[src/rtl/esdi_pkg.sv]
// rtl/esdi_pkg.sv - shared state encoding and bit positions for the ESDI command arbiter
package esdi_pkg;

    typedef enum logic [2:0] {
        IDLE,
        ISSUE,
        WAIT_RSP,
        WAIT_IDLE,
        WAIT_CC,
        RETURN
    } state_t;

    localparam int WORD_W      = 17;
    localparam int RSP_W       = 19;
    localparam int CC_TO_BIT   = 18;
    localparam int XFER_TO_BIT = 17;
    localparam int PERR_BIT    = 16;
    localparam int QUERY_BIT   = 16;

endpackage

[src/rtl/esdi_rr_arbiter.sv]
// rtl/esdi_rr_arbiter.sv - round-robin requester picker
// ESDI_ARB_FIXED_PRIORITY_EN selects fixed lowest-index priority instead.
module esdi_rr_arbiter #(
    parameter int  NUM_REQ = 2,
    localparam int IW      = $clog2(NUM_REQ)
) (
    input  logic               clk,
    input  logic               reset,
    input  logic [NUM_REQ-1:0] req,
    input  logic               advance,
    output logic               hit,
    output logic [IW-1:0]      idx
);

`ifdef ESDI_ARB_FIXED_PRIORITY_EN
    logic unused_ptr_inputs;
    assign unused_ptr_inputs = ^{clk, reset, advance};

    always_comb begin
        hit = 1'b0;
        idx = '0;
        for (int i = NUM_REQ - 1; i >= 0; i--) begin
            if (req[i]) begin
                hit = 1'b1;
                idx = IW'(i);
            end
        end
    end
`else
    logic [IW-1:0] ptr;

    // Scan downward so the candidate closest to ptr is the last one written.
    always_comb begin
        logic [IW:0]   cand;
        logic [IW-1:0] cidx;
        hit  = 1'b0;
        idx  = '0;
        cand = '0;
        cidx = '0;
        for (int k = NUM_REQ - 1; k >= 0; k--) begin
            cand = {1'b0, ptr} + (IW+1)'(k);
            if (cand >= (IW+1)'(NUM_REQ))
                cand = cand - (IW+1)'(NUM_REQ);
            cidx = cand[IW-1:0];
            if (req[cidx]) begin
                hit = 1'b1;
                idx = cidx;
            end
        end
    end

    always_ff @(posedge clk) begin
        if (reset)
            ptr <= '0;
        else if (advance)
            ptr <= (idx == IW'(NUM_REQ - 1)) ? '0 : idx + IW'(1);
    end
`endif

endmodule

[src/rtl/esdi_cmd_arbiter.sv]
// rtl/esdi_cmd_arbiter.sv - shares the ESDI serial command channel between requesters
// ESDI_ARB_FIXED_PRIORITY_EN (in esdi_rr_arbiter) switches grant order to fixed priority.
module esdi_cmd_arbiter
    import esdi_pkg::*;
#(
    parameter int NUM_REQ    = 2,
    parameter int CC_TIMEOUT = 50_000_000
) (
    input  logic                   csr_aclk,
    input  logic                   csr_areset,
    input  logic [NUM_REQ-1:0]     req_valid,
    output logic [NUM_REQ-1:0]     req_ready,
    input  logic [17*NUM_REQ-1:0]  req_data,
    input  logic [4*NUM_REQ-1:0]   req_drive,
    output logic [NUM_REQ-1:0]     rsp_valid,
    input  logic [NUM_REQ-1:0]     rsp_ready,
    output logic [18:0]            rsp_data,
    output logic                   ser_valid,
    input  logic                   ser_ready,
    output logic [16:0]            ser_data,
    input  logic                   ser_idle,
    input  logic                   ser_rsp_valid,
    input  logic [17:0]            ser_rsp_data,
    input  logic                   esdi_command_complete,
    output logic [3:0]             esdi_drive_select
);

    localparam int IW = $clog2(NUM_REQ);
    localparam int CW = $clog2(CC_TIMEOUT + 1);

    state_t        state, state_next;
    logic [IW-1:0] owner;
    logic [CW-1:0] cnt;
    logic [1:0]    cc_sync;
    logic          settle;
    logic          hit, grant, accept;
    logic [IW-1:0] idx;

    esdi_rr_arbiter #(.NUM_REQ(NUM_REQ)) u_pick (
        .clk     (csr_aclk),
        .reset   (csr_areset),
        .req     (req_valid),
        .advance (grant),
        .hit     (hit),
        .idx     (idx)
    );

    always_comb begin
        state_next = state;
        grant      = 1'b0;
        accept     = 1'b0;
        case (state)
            IDLE:      if (hit) begin
                           grant      = 1'b1;
                           state_next = ISSUE;
                       end
            ISSUE:     if (ser_valid && ser_ready) begin
                           accept     = 1'b1;
                           state_next = ser_data[QUERY_BIT] ? WAIT_RSP : WAIT_IDLE;
                       end
            WAIT_RSP:  if (ser_rsp_valid) state_next = RETURN;
            WAIT_IDLE: if (!settle && ser_idle) state_next = WAIT_CC;
            WAIT_CC:   if (!cc_sync[1] || cnt == CW'(CC_TIMEOUT - 1)) state_next = RETURN;
            RETURN:    if (rsp_ready[owner]) state_next = IDLE;
            default:   state_next = IDLE;
        endcase
    end

    always_ff @(posedge csr_aclk) begin
        if (csr_areset)
            state <= IDLE;
        else
            state <= state_next;
    end

    // settle marks the one-cycle pause after grant (drive select) and after accept (ser_idle)
    always_ff @(posedge csr_aclk) begin
        if (csr_areset) begin
            req_ready         <= '0;
            rsp_valid         <= '0;
            rsp_data          <= '0;
            ser_valid         <= 1'b0;
            ser_data          <= '0;
            esdi_drive_select <= '0;
            owner             <= '0;
            cnt               <= '0;
            cc_sync           <= 2'b11;
            settle            <= 1'b0;
        end else begin
            cc_sync   <= {cc_sync[0], esdi_command_complete};
            req_ready <= '0;
            if (grant) begin
                owner             <= idx;
                ser_data          <= req_data[int'(idx)*WORD_W +: WORD_W];
                esdi_drive_select <= req_drive[int'(idx)*4 +: 4];
                req_ready         <= NUM_REQ'(1) << idx;
                settle            <= 1'b1;
            end
            case (state)
                ISSUE: begin
                    if (settle) begin
                        settle    <= 1'b0;
                        ser_valid <= 1'b1;
                    end else if (accept) begin
                        ser_valid <= 1'b0;
                        settle    <= 1'b1;
                    end
                end
                WAIT_RSP:
                    if (ser_rsp_valid) rsp_data <= {1'b0, ser_rsp_data};
                WAIT_IDLE: begin
                    if (settle)
                        settle <= 1'b0;
                    else if (ser_idle)
                        cnt <= '0;
                end
                WAIT_CC: begin
                    if (!cc_sync[1]) begin
                        rsp_data <= '0;
                    end else if (cnt == CW'(CC_TIMEOUT - 1)) begin
                        rsp_data            <= '0;
                        rsp_data[CC_TO_BIT] <= 1'b1;
                    end else begin
                        cnt <= cnt + CW'(1);
                    end
                end
                default: ;
            endcase
            if (state != RETURN && state_next == RETURN)
                rsp_valid <= NUM_REQ'(1) << owner;
            else if (state == RETURN && rsp_ready[owner])
                rsp_valid <= '0;
        end
    end

endmodule

[config.mk]
export PLATFORM = sky130hd
export DESIGN_NAME = esdi_cmd_arbiter
export DESIGN_NICKNAME = d
export VERILOG_FILES = /design/src/rtl/esdi_pkg.sv /design/src/rtl/esdi_rr_arbiter.sv /design/src/rtl/esdi_cmd_arbiter.sv
export SDC_FILE = /design/constraint.sdc
export NUM_CORES = 1
export LEC_CHECK = 0
export BUFFER_PORTS_ARGS = -buffer_cell sky130_fd_sc_hd__clkbuf_2
export CORE_MARGIN = 4
export CORE_UTILIZATION = 40
export CTS_CLUSTER_SIZE = 25
export DETAILED_ROUTE_END_ITERATION = 10
export GPL_ROUTABILITY_DRIVEN = 0
export PLACE_DENSITY = 0.75
export SETUP_SLACK_MARGIN = 0.3
export SKIP_LAST_GASP = 1
export SYNTH_ARGS = -nofsm -noshare
export SYNTH_HDL_FRONTEND = slang
export SYNTH_SLANG_ARGS = --single-unit
export TNS_END_PERCENT = 50
[constraint.sdc]
create_clock -name csr_aclk -period 2 [get_ports csr_aclk]
set_input_delay 0.1 -clock csr_aclk [delete_from_list [all_inputs] [get_ports csr_aclk]]
set_output_delay 0.1 -clock csr_aclk [all_outputs]
set_load 0.1 [all_outputs]
==> results.sh, run 1 <==
export IMPL_p_total_uw=3690
export IMPL_setup_viol=0
export IMPL_numCtsBuffers=9
export IMPL_p_leak_uw=0.00225
export IMPL_grtUsageTotal_pct=22.3
export IMPL_drive_gt1_share_pct=39.7
export IMPL_synth_mux_area_fraction_pct=1.03
export IMPL_cp_start_kind="register"
export IMPL_antenna_found_initial=0
export IMPL_r2r_cells=5
export IMPL_dr_pass1_iters=7
export IMPL_synth_compound_area_share_pct=19.2
export IMPL_synth_area_top_cells="dfxtp_1 (45%), a222oi_1 (6.0%), nor2_1 (4.5%), nand2_1 (4.3%), o31ai_1 (4.3%)"
export IMPL_fin_ws_ps=73.8
export IMPL_die_height_um=102
export IMPL_synthesis_area_sq_um=3510
export IMPL_portBuffers=114
export IMPL_yosys_area_top_type="dfxtp_1"
export IMPL_powerDensity_nw_per_um2=678
export IMPL_synth_edf_count=0
export IMPL_relSlewSlack_pct=62.3
export IMPL_slowest_delay_ps=560
export IMPL_synth_seq_cells=79
export IMPL_netlist_area_leader_share_pct=45.1
export IMPL_final_cell_mix="clkbuf_2 (115), dfxtp_1 (58), dlygate4sd3_1 (49)"
export IMPL_yosys_warnings=0
export IMPL_hp_class="primary input to register"
export IMPL_cp_cell_sequence="nor2b_2 -> nand2b_2 -> or4_4 -> a21boi_4 -> mux2_4"
export IMPL_layout_nets=673
export IMPL_r2r_end="rsp_valid[0]$_SDFFE_PP0P_"
export IMPL_syn_inst=404
export IMPL_area_growth_pct=54.9
export IMPL_fillerInstances=647
export IMPL_synthAdderAreaFrac_pct=0.357
export IMPL_fin_skew_ps=15.2
export IMPL_grt_max_degree=45
export IMPL_endpoint="rsp_valid[0]$_SDFFE_PP0P_"
export IMPL_cpLargestDelayFamily="simple AND/OR/NAND/NOR gates"
export IMPL_slew_viol_final=0
export IMPL_status="completed"
export IMPL_start_util_pct=41.9
export IMPL_cp_num_buf_inv=0
export IMPL_min_period_over_period_pct=96.3
export IMPL_synth_xor_area_share_pct=2.75
export IMPL_area_sequential_sq_um=1620
export IMPL_clk_latency_ps=360
export IMPL_tns_ps=0
export IMPL_crit_type="register to register"
export IMPL_drt_wirelength_per_cell_um=16.5
export IMPL_drc_errors=0
export IMPL_clock_path_buffers=2
export IMPL_crit_path_end_kind="register"
export IMPL_grt_pass1_wl_um=18500
export IMPL_drv_cap=0
export IMPL_tightest_slew_ps=567
export IMPL_grt_pass1_vias=3903
export IMPL_hpwl_um=7150
export IMPL_async_flop_share_pct=0
export IMPL_ir_drop_uv=770
export IMPL_worstHoldStart="req_data[4]"
export IMPL_clk_root_buffer_cell="clkbuf_8"
export IMPL_synth_top_family_by_area="simple AND/OR/NAND/NOR gates"
export IMPL_cts_max_level=3
export IMPL_cts_sink_count=79
export IMPL_vias_per_cell=5.70
export IMPL_synthesis_nets=475
export IMPL_synth_simple_gate_area_share_pct=26.0
export IMPL_coreArea_sq_um=8380
export IMPL_path_max_fanout=5
export IMPL_drtIter0Drc=486
export IMPL_hold_viol=0
export IMPL_fp_dieW_um=102
export IMPL_cp_required_ps=2250
export IMPL_place_worst_setup_slack_ps=-79.2
export IMPL_final_common_cell="clkbuf_2"
export IMPL_yosysSeqAreaShare_pct=45.1
export IMPL_grt_overflow_total=0
export IMPL_synth_cell_type_count=52
export IMPL_r2r_start="state[2]$_SDFF_PP0_"
export IMPL_totalWireLength_um=11800
export IMPL_slowest_stage="or4_4"
export IMPL_rrSetupSlack_ps=70
export IMPL_rsz0062_at_grt="yes"
export IMPL_path_clk_slew_ps=90
export IMPL_min_period_ps=1930
export IMPL_ys_flop_type="dfxtp_1"
export IMPL_fmax_mhz=519
export IMPL_num_rows=33
export IMPL_multi_input_area_sq_um=1940
export IMPL_ant_nets=0
export IMPL_synth_area_per_cell_sq_um=8.69
export IMPL_cp_arrival_ps=2180
export IMPL_antenna_cells=0
export IMPL_cts_tree="built"
export IMPL_cp_startpoint="state[2]$_SDFF_PP0_"
export IMPL_vias=4057
export IMPL_die_area_sq_um=10300
export IMPL_crit_cells=5
export IMPL_ios=115
[cell usage after synthesis, drive strengths merged (7+ instances only)]
master,instances
clkbuf,16
nor2,42
nand2,40
o31ai,20
or3,11
a21oi,18
nand4,11
nand3,11
xnor2,7
o21ai,13
buf,9
dfxtp,79
a222oi,21
inv,23
[registers in the layout, indices dropped and copies added, names as in the netlist]
signal	flops
cc_sync	2
cnt	26
esdi_drive_select	4
owner	1
req_ready	2
rsp_data	19
rsp_valid	2
ser_data	17
ser_valid	1
settle	1
state	3
u_pick.ptr	1
[final cells by class]
class | count | share of cell area (%)
clock buffers | 9 | 2.28
clock inverters | 7 | 1.50
inverters | 23 | 1.59
multi-input cells | 277 | 35.7
flip-flops and latches | 79 | 29.8
well taps | 105 | 2.42
repair buffers | 212 | 26.7
[power breakdown]
| part | internal (uW) | switching, uW | total [uW] |
|---|---|---|---|
| clock | 589 | 630 | 1220 |
| sequential | 1620 | 41.5 | 1670 |
| combinational | 258 | 547 | 805 |
| total | 2470 | 1220 | 3690 |
[metal layers]
metal  routed length (um)  track usage (%)  vias up
met1                 4500             25.8     1934
met5                    0                0        -
met2                 6130             39.5      195
li1                     -                -     1884
met4                  397             8.38        0
met3                  731             5.44       44
[worst min path at each step]
stage / endpoint / slack, ps / cells after the start
final: ser_data[4]$_SDFFE_PP0P_ / 5 / 3
after global routing: ser_data[2]$_SDFFE_PP0P_ / 4 / 3
after CTS: ser_data[5]$_SDFFE_PP0P_ / 0.9 / 3
after detailed placement: cc_sync[0]$_SDFF_PP1_ / 280 / 2
after global placement: cc_sync[0]$_SDFF_PP1_ / 280 / 2
after floorplan: cc_sync[0]$_SDFF_PP1_ / 200 / 1
[metrics by stage]
| step | hold WS, ps | cell area (sq um) | utilization, % | std cells |
|---|---|---|---|---|
| 2_1_floorplan | 204 | 3570 | - | 404 |
| 3_3_place_gp | 285 | 4350 | 51.8 | 624 |
| 3_5_place_dp | 285 | 4350 | 51.8 | 624 |
| 4_1_cts | 0.860 | 5260 | 62.8 | 700 |
| 5_1_grt | 4.30 | 5440 | 64.9 | 712 |
| 6_report | 5.11 | 5440 | 64.9 | 712 |
[what timing repair did]
action                                  4_1_cts  5_1_grt
endpoints found under the setup margin       62       64
resized for setup                            38       23
endpoints found under the hold margin        38        1
gates cloned                                  0        0
setup buffers                                12       11
hold buffers                                 48        1
pin swaps                                    14       19
[cell families (layout without fill, tap and decap cells)]
| kind of cell | count (synthesis) | after routing |
|---|---|---|
| flip-flops | 79 | 79 |
| AO/OA/AOI/OAI | 90 | 90 |
| adder cells (fa/ha/maj) | 1 | 1 |
| buffers and inverters | 48 | 251 |
| AND/OR/NAND/NOR | 172 | 172 |
| XOR/XNOR | 11 | 11 |
| multiplexers | 3 | 3 |
[tightest hold or removal path, stage by stage]
cell	delay, ps
clkbuf_2	80
a222oi_1	70
nor2_1	80
(Power assumes the default switching activity.)
==> run 2, diff against run 1 <==
--- a/config.mk
+++ b/config.mk
@@ -5,7 +5,7 @@
 export SDC_FILE = /design/constraint.sdc
 export NUM_CORES = 1
 export LEC_CHECK = 0
-export BUFFER_PORTS_ARGS = -buffer_cell sky130_fd_sc_hd__clkbuf_2
+export BUFFER_PORTS_ARGS = -buffer_cell sky130_fd_sc_hd__buf_4
 export CORE_MARGIN = 4
 export CORE_UTILIZATION = 40
 export CTS_CLUSTER_SIZE = 25
==> run 2 against run 1 <==
  * Combinational power up 12%
  * Clock-buffer cell count grew 2
  * Die area is the same
  * Sequential power about the same
  * Utilization increased by 5.7 points
  * Non-clock buffer count increased by 14
  * First-iteration DRC count shrank 41%
  * Cell area increased by 8.8%
  * Clock power rose by 18%
  * Largest cell class unchanged
  * Via count rose by 2.3%
==> results.sh, run 2 (synthesis results as in run 1) <==
export IMPL_status="completed"
export IMPL_tns_ps=0
export IMPL_totalWireLength_um=12600
export IMPL_tightest_slew_ps=575
export IMPL_r2r_cells=5
export IMPL_grt_overflow_total=0
export IMPL_relSlewSlack_pct=61.6
export IMPL_slew_viol_final=0
export IMPL_numCtsBuffers=9
export IMPL_clock_path_buffers=2
export IMPL_grt_pass1_vias=4314
export IMPL_setup_viol=0
export IMPL_drc_errors=0
export IMPL_drt_wirelength_per_cell_um=17.4
export IMPL_grtUsageTotal_pct=24.0
export IMPL_drive_gt1_share_pct=39.8
export IMPL_cp_required_ps=2260
export IMPL_ant_nets=0
export IMPL_fin_util_pct=70.6
export IMPL_hpwl_um=7110
export IMPL_final_common_cell="buf_4"
export IMPL_crit_type="register to register"
export IMPL_fp_dieW_um=102
export IMPL_vias=4152
export IMPL_crit_path_end_kind="register"
export IMPL_grt_pass1_wl_um=19900
export IMPL_final_cell_mix="buf_4 (157), dfxtp_1 (61), dlygate4sd3_1 (58)"
export IMPL_die_height_um=102
export IMPL_cp_arrival_ps=2190
export IMPL_rsz0062_at_grt="yes"
export IMPL_reg_top3="cnt (26), rsp_data (19), ser_data (17)"
export IMPL_clk_latency_ps=360
export IMPL_cts_max_level=3
export IMPL_area_growth_pct=68.6
export IMPL_ios=115
export IMPL_drv_cap=0
export IMPL_cts_sink_count=79
export IMPL_drtIter0Drc=286
export IMPL_die_area_sq_um=10300
export IMPL_start_util_pct=41.9
export IMPL_min_path_cells=3
export IMPL_fin_skew_ps=8.76
export IMPL_path_clk_slew_ps=80
export IMPL_layout_nets=687
export IMPL_path_max_fanout=3
export IMPL_clk_root_buffer_cell="clkbuf_8"
export IMPL_coreArea_sq_um=8380
export IMPL_ir_drop_uv=669
export IMPL_place_worst_setup_slack_ps=20.0
export IMPL_portBuffers=114
export IMPL_dr_pass1_iters=5
export IMPL_antenna_found_initial=0
export IMPL_grt_max_degree=54
export IMPL_min_period_ps=1930
export IMPL_p_total_uw=4010
export IMPL_powerDensity_nw_per_um2=677
export IMPL_min_period_over_period_pct=96.7
export IMPL_hp_class="primary input to register"
export IMPL_placed_area_sq_um=4640
export IMPL_antenna_cells=0
export IMPL_hold_viol=0
export IMPL_cp_start_kind="register"
export IMPL_p_leak_uw=0.00240
export IMPL_largest_reg_flops=26
export IMPL_cts_tree="built"
export IMPL_final_area_sq_um=5920
export IMPL_fin_ws_ps=65.6
export IMPL_max_flop_register="cnt"
export IMPL_num_rows=33
export IMPL_vias_per_cell=5.72
export IMPL_fmax_mhz=517
-- run 2: area by class of cell --
class,instances,area (sq um)
Tap cell,105,131
Timing Repair Buffer,226,1900
Sequential cell,79,1620
Clock buffer,11,131
Fill cell,566,2460
Clock inverter,5,106
Multi-Input combinational cell,277,1940
Inverter,23,86.3
-- run 2: power breakdown --
part / switching [uW] / internal, uW
clock: 604 / 835
sequential: 40.6 / 1620
combinational: 562 / 338
-- run 2: worst paths after layout --
path                                    end                  start  slack (ps)
setup reg to reg  rsp_valid[0]$_SDFFE_PP0P_   cnt[15]$_SDFFE_PP0P_          70
hold reg to reg       cc_sync[1]$_SDFF_PP1_  cc_sync[0]$_SDFF_PP1_         440
setup / recovery  rsp_valid[0]$_SDFFE_PP0P_   cnt[15]$_SDFFE_PP0P_          70
hold / removal     ser_data[8]$_SDFFE_PP0P_            req_data[8]          20
-- run 2: what timing repair did --
| item | 4_1_cts | 5_1_grt |
|---|---|---|
| pin swaps | 15 | 21 |
| endpoints found under the setup margin | 64 | 66 |
| hold buffers | 57 | 1 |
| setup buffers | 18 | 6 |
| gates resized for setup | 35 | 42 |
| gates cloned | 0 | 3 |
| hold endpoints to repair | 39 | 1 |
-- run 2: metrics by stage --
step / hold WS [ps] / instances
after floorplan: 204 / 404
after global placement: 287 / 625
after detailed placement: 291 / 625
after CTS: 2.29 / 716
after global routing: 16.1 / 726
final: 16.7 / 726
-- run 2: critical path: stages (launching register included) --
cell      delay, ps
dfxtp_4         360
nor4bb_4        290
nand4_1         180
or4_4           490
a21boi_4        200
mux2_4          310
-- run 2: metal layers --
layer	GRT usage, %	vias up	wire [um]
met2	42.9	203	6380
met3	6.34	64	796
li1	-	1911	-
met4	12.6	0	652
met1	25.9	1974	4780
met5	0	-	0
==> run 3, diff against run 2 <==
--- a/config.mk
+++ b/config.mk
@@ -7,11 +7,11 @@
 export LEC_CHECK = 0
 export BUFFER_PORTS_ARGS = -buffer_cell sky130_fd_sc_hd__buf_4
 export CORE_MARGIN = 4
-export CORE_UTILIZATION = 40
+export CORE_UTILIZATION = 46
 export CTS_CLUSTER_SIZE = 25
 export DETAILED_ROUTE_END_ITERATION = 10
 export GPL_ROUTABILITY_DRIVEN = 0
-export PLACE_DENSITY = 0.75
+export PLACE_DENSITY = 0.84
 export SETUP_SLACK_MARGIN = 0.3
 export SKIP_LAST_GASP = 1
 export SYNTH_ARGS = -nofsm -noshare
==> run 3 against run 2 <==
  * The run now ends with hold timing left
  * Critical path type unchanged
  * Clock power shrank 15%
  * Utilization is 8.9 points higher
  * Final cell count fell by 2.2%
  * Hold slack worse by 26 ps
  * Worst setup slack got worse by 39 ps
==> results.sh, run 3 (synthesis results as in run 1) <==
export IMPL_fin_ws_ps=27.0
export IMPL_clk_latency_ps=380
export IMPL_start_util_pct=47.9
export IMPL_totalWireLength_um=14700
export IMPL_slew_viol_final=0
export IMPL_max_flop_register="cnt"
export IMPL_place_worst_setup_slack_ps=-13.0
export IMPL_coreArea_sq_um=7330
export IMPL_ir_drop_uv=680
export IMPL_crit_path_end_kind="register"
export IMPL_num_rows=31
export IMPL_crit_type="register to register"
export IMPL_vias=4402
export IMPL_grt_pass1_wl_um=19700
export IMPL_p_leak_uw=0.00234
export IMPL_powerDensity_nw_per_um2=653
export IMPL_rsz0062_at_grt="yes"
export IMPL_numCtsBuffers=9
export IMPL_drt_wirelength_per_cell_um=20.7
export IMPL_vias_per_cell=6.20
export IMPL_fmax_mhz=507
export IMPL_hpwl_um=7200
export IMPL_grt_max_degree=54
export IMPL_cts_sink_count=79
export IMPL_ios=115
export IMPL_largest_reg_flops=26
export IMPL_dr_pass1_iters=8
export IMPL_hold_ws_ps=-9.21
export IMPL_hold_viol=1
export IMPL_relSlewSlack_pct=58.1
export IMPL_die_height_um=95.3
export IMPL_violations="hold timing"
export IMPL_min_period_over_period_pct=98.7
export IMPL_area_sequential_sq_um=1620
export IMPL_hp_class="primary input to register"
export IMPL_tightest_slew_ps=628
export IMPL_cts_max_level=3
export IMPL_drc_errors=0
export IMPL_grt_pass1_vias=4150
export IMPL_fillerInstances=359
export IMPL_fp_dieW_um=95.3
export IMPL_final_cell_mix="buf_4 (163), dfxtp_1 (58), dlygate4sd3_1 (47)"
export IMPL_grt_overflow_total=0
export IMPL_min_period_ps=1970
export IMPL_path_clk_slew_ps=90
export IMPL_fin_skew_ps=15.3
export IMPL_portBuffers=114
export IMPL_ant_nets=0
export IMPL_antenna_found_initial=0
export IMPL_status="complete, but fails checks"
export IMPL_die_area_sq_um=9090
export IMPL_setup_viol=0
export IMPL_cp_required_ps=2240
export IMPL_cp_start_kind="register"
export IMPL_antenna_cells=0
export IMPL_clk_root_buffer_cell="clkbuf_8"
export IMPL_cp_arrival_ps=2220
export IMPL_area_growth_pct=66.0
export IMPL_layout_nets=678
export IMPL_drv_cap=0
export IMPL_reg_top3="cnt (26), rsp_data (19), ser_data (17)"
export IMPL_drtIter0Drc=581
export IMPL_drive_gt1_share_pct=41.7
export IMPL_clock_path_buffers=2
export IMPL_grtUsageTotal_pct=28.1
export IMPL_final_common_cell="buf_4"
export IMPL_cts_tree="built"
export IMPL_multi_input_area_sq_um=2030
export IMPL_path_max_fanout=4
export IMPL_fin_util_pct=79.5
-- run 3: changes by cell type in the layout (fill, tap and decap cells not counted), sizes merged --
cell	change
buf	+1
bufinv	-2
clkbuf	-1
clkdlybuf4s15	+1
clkinv	+2
clkinvlp	+1
dlygate4sd3	-11
inv	-1
-- run 3: repair_timing --
item | CTS | global route
pin swaps | 11 | 15
hold buffers | 46 | 1
resized for setup | 34 | 46
cloned | 2 | 1
setup buffers | 9 | 14
setup endpoints to repair | 62 | 62
endpoints found under the hold margin | 38 | 1
-- run 3: area by class of cell --
class                   count  area share, %
well taps                  99           2.13
inverters                  23           1.48
flip-flops and latches     79           27.8
clock buffers              10           2.36
repair buffers            217           30.4
multi-input cells         277           34.8
clock inverters             5           1.01
-- run 3: metal layers --
layer | wire, um | track usage [%]
met1 | 4910 | 29.6
met2 | 7570 | 51.4
met3 | 1230 | 6.08
met4 | 982 | 15.7
met5 | 0 | 0
-- run 3: worst max-delay path, stage by stage (launching register included) --
cell	delay, ps
dfxtp_4	360
buf_6	130
nor4bb_2	340
nand4_1	220
buf_4	200
o311ai_2	310
xor2_1	220
nor2_1	60
-- run 3: final timing paths --
kind              cells past startpoint                       end                      from  slack (ps)
hold reg to reg                       2  rsp_data[3]$_SDFFE_PP0P_  rsp_data[3]$_SDFFE_PP0P_         460
setup reg to reg                      7       cnt[2]$_SDFFE_PP0P_      cnt[11]$_SDFFE_PP0P_          30
setup / recovery                      7       cnt[2]$_SDFFE_PP0P_      cnt[11]$_SDFFE_PP0P_          30
hold / removal                        3  ser_data[0]$_SDFFE_PP0P_              req_data[17]          -9
-- run 3: power by group --
group	total, uW	switching, uW	internal, uW	leakage, uW
clock	1220	618	603	0.0000944
sequential	1680	50.7	1630	0.000654
combinational	905	586	319	0.00160
total	3800	1250	2550	0.00234
-- run 3: stage by stage --
step / TNS (ps) / instance area (sq um) / power, uW / cells
after floorplan: -13.6 / 3570 / 2210 / 404
after global placement: 0 / 4640 / 2450 / 622
after detailed placement: -63.4 / 4640 / 2460 / 622
after CTS: 0 / 5490 / 3700 / 694
after global routing: -117 / 5830 / 3900 / 710
final: 0 / 5830 / 3800 / 710
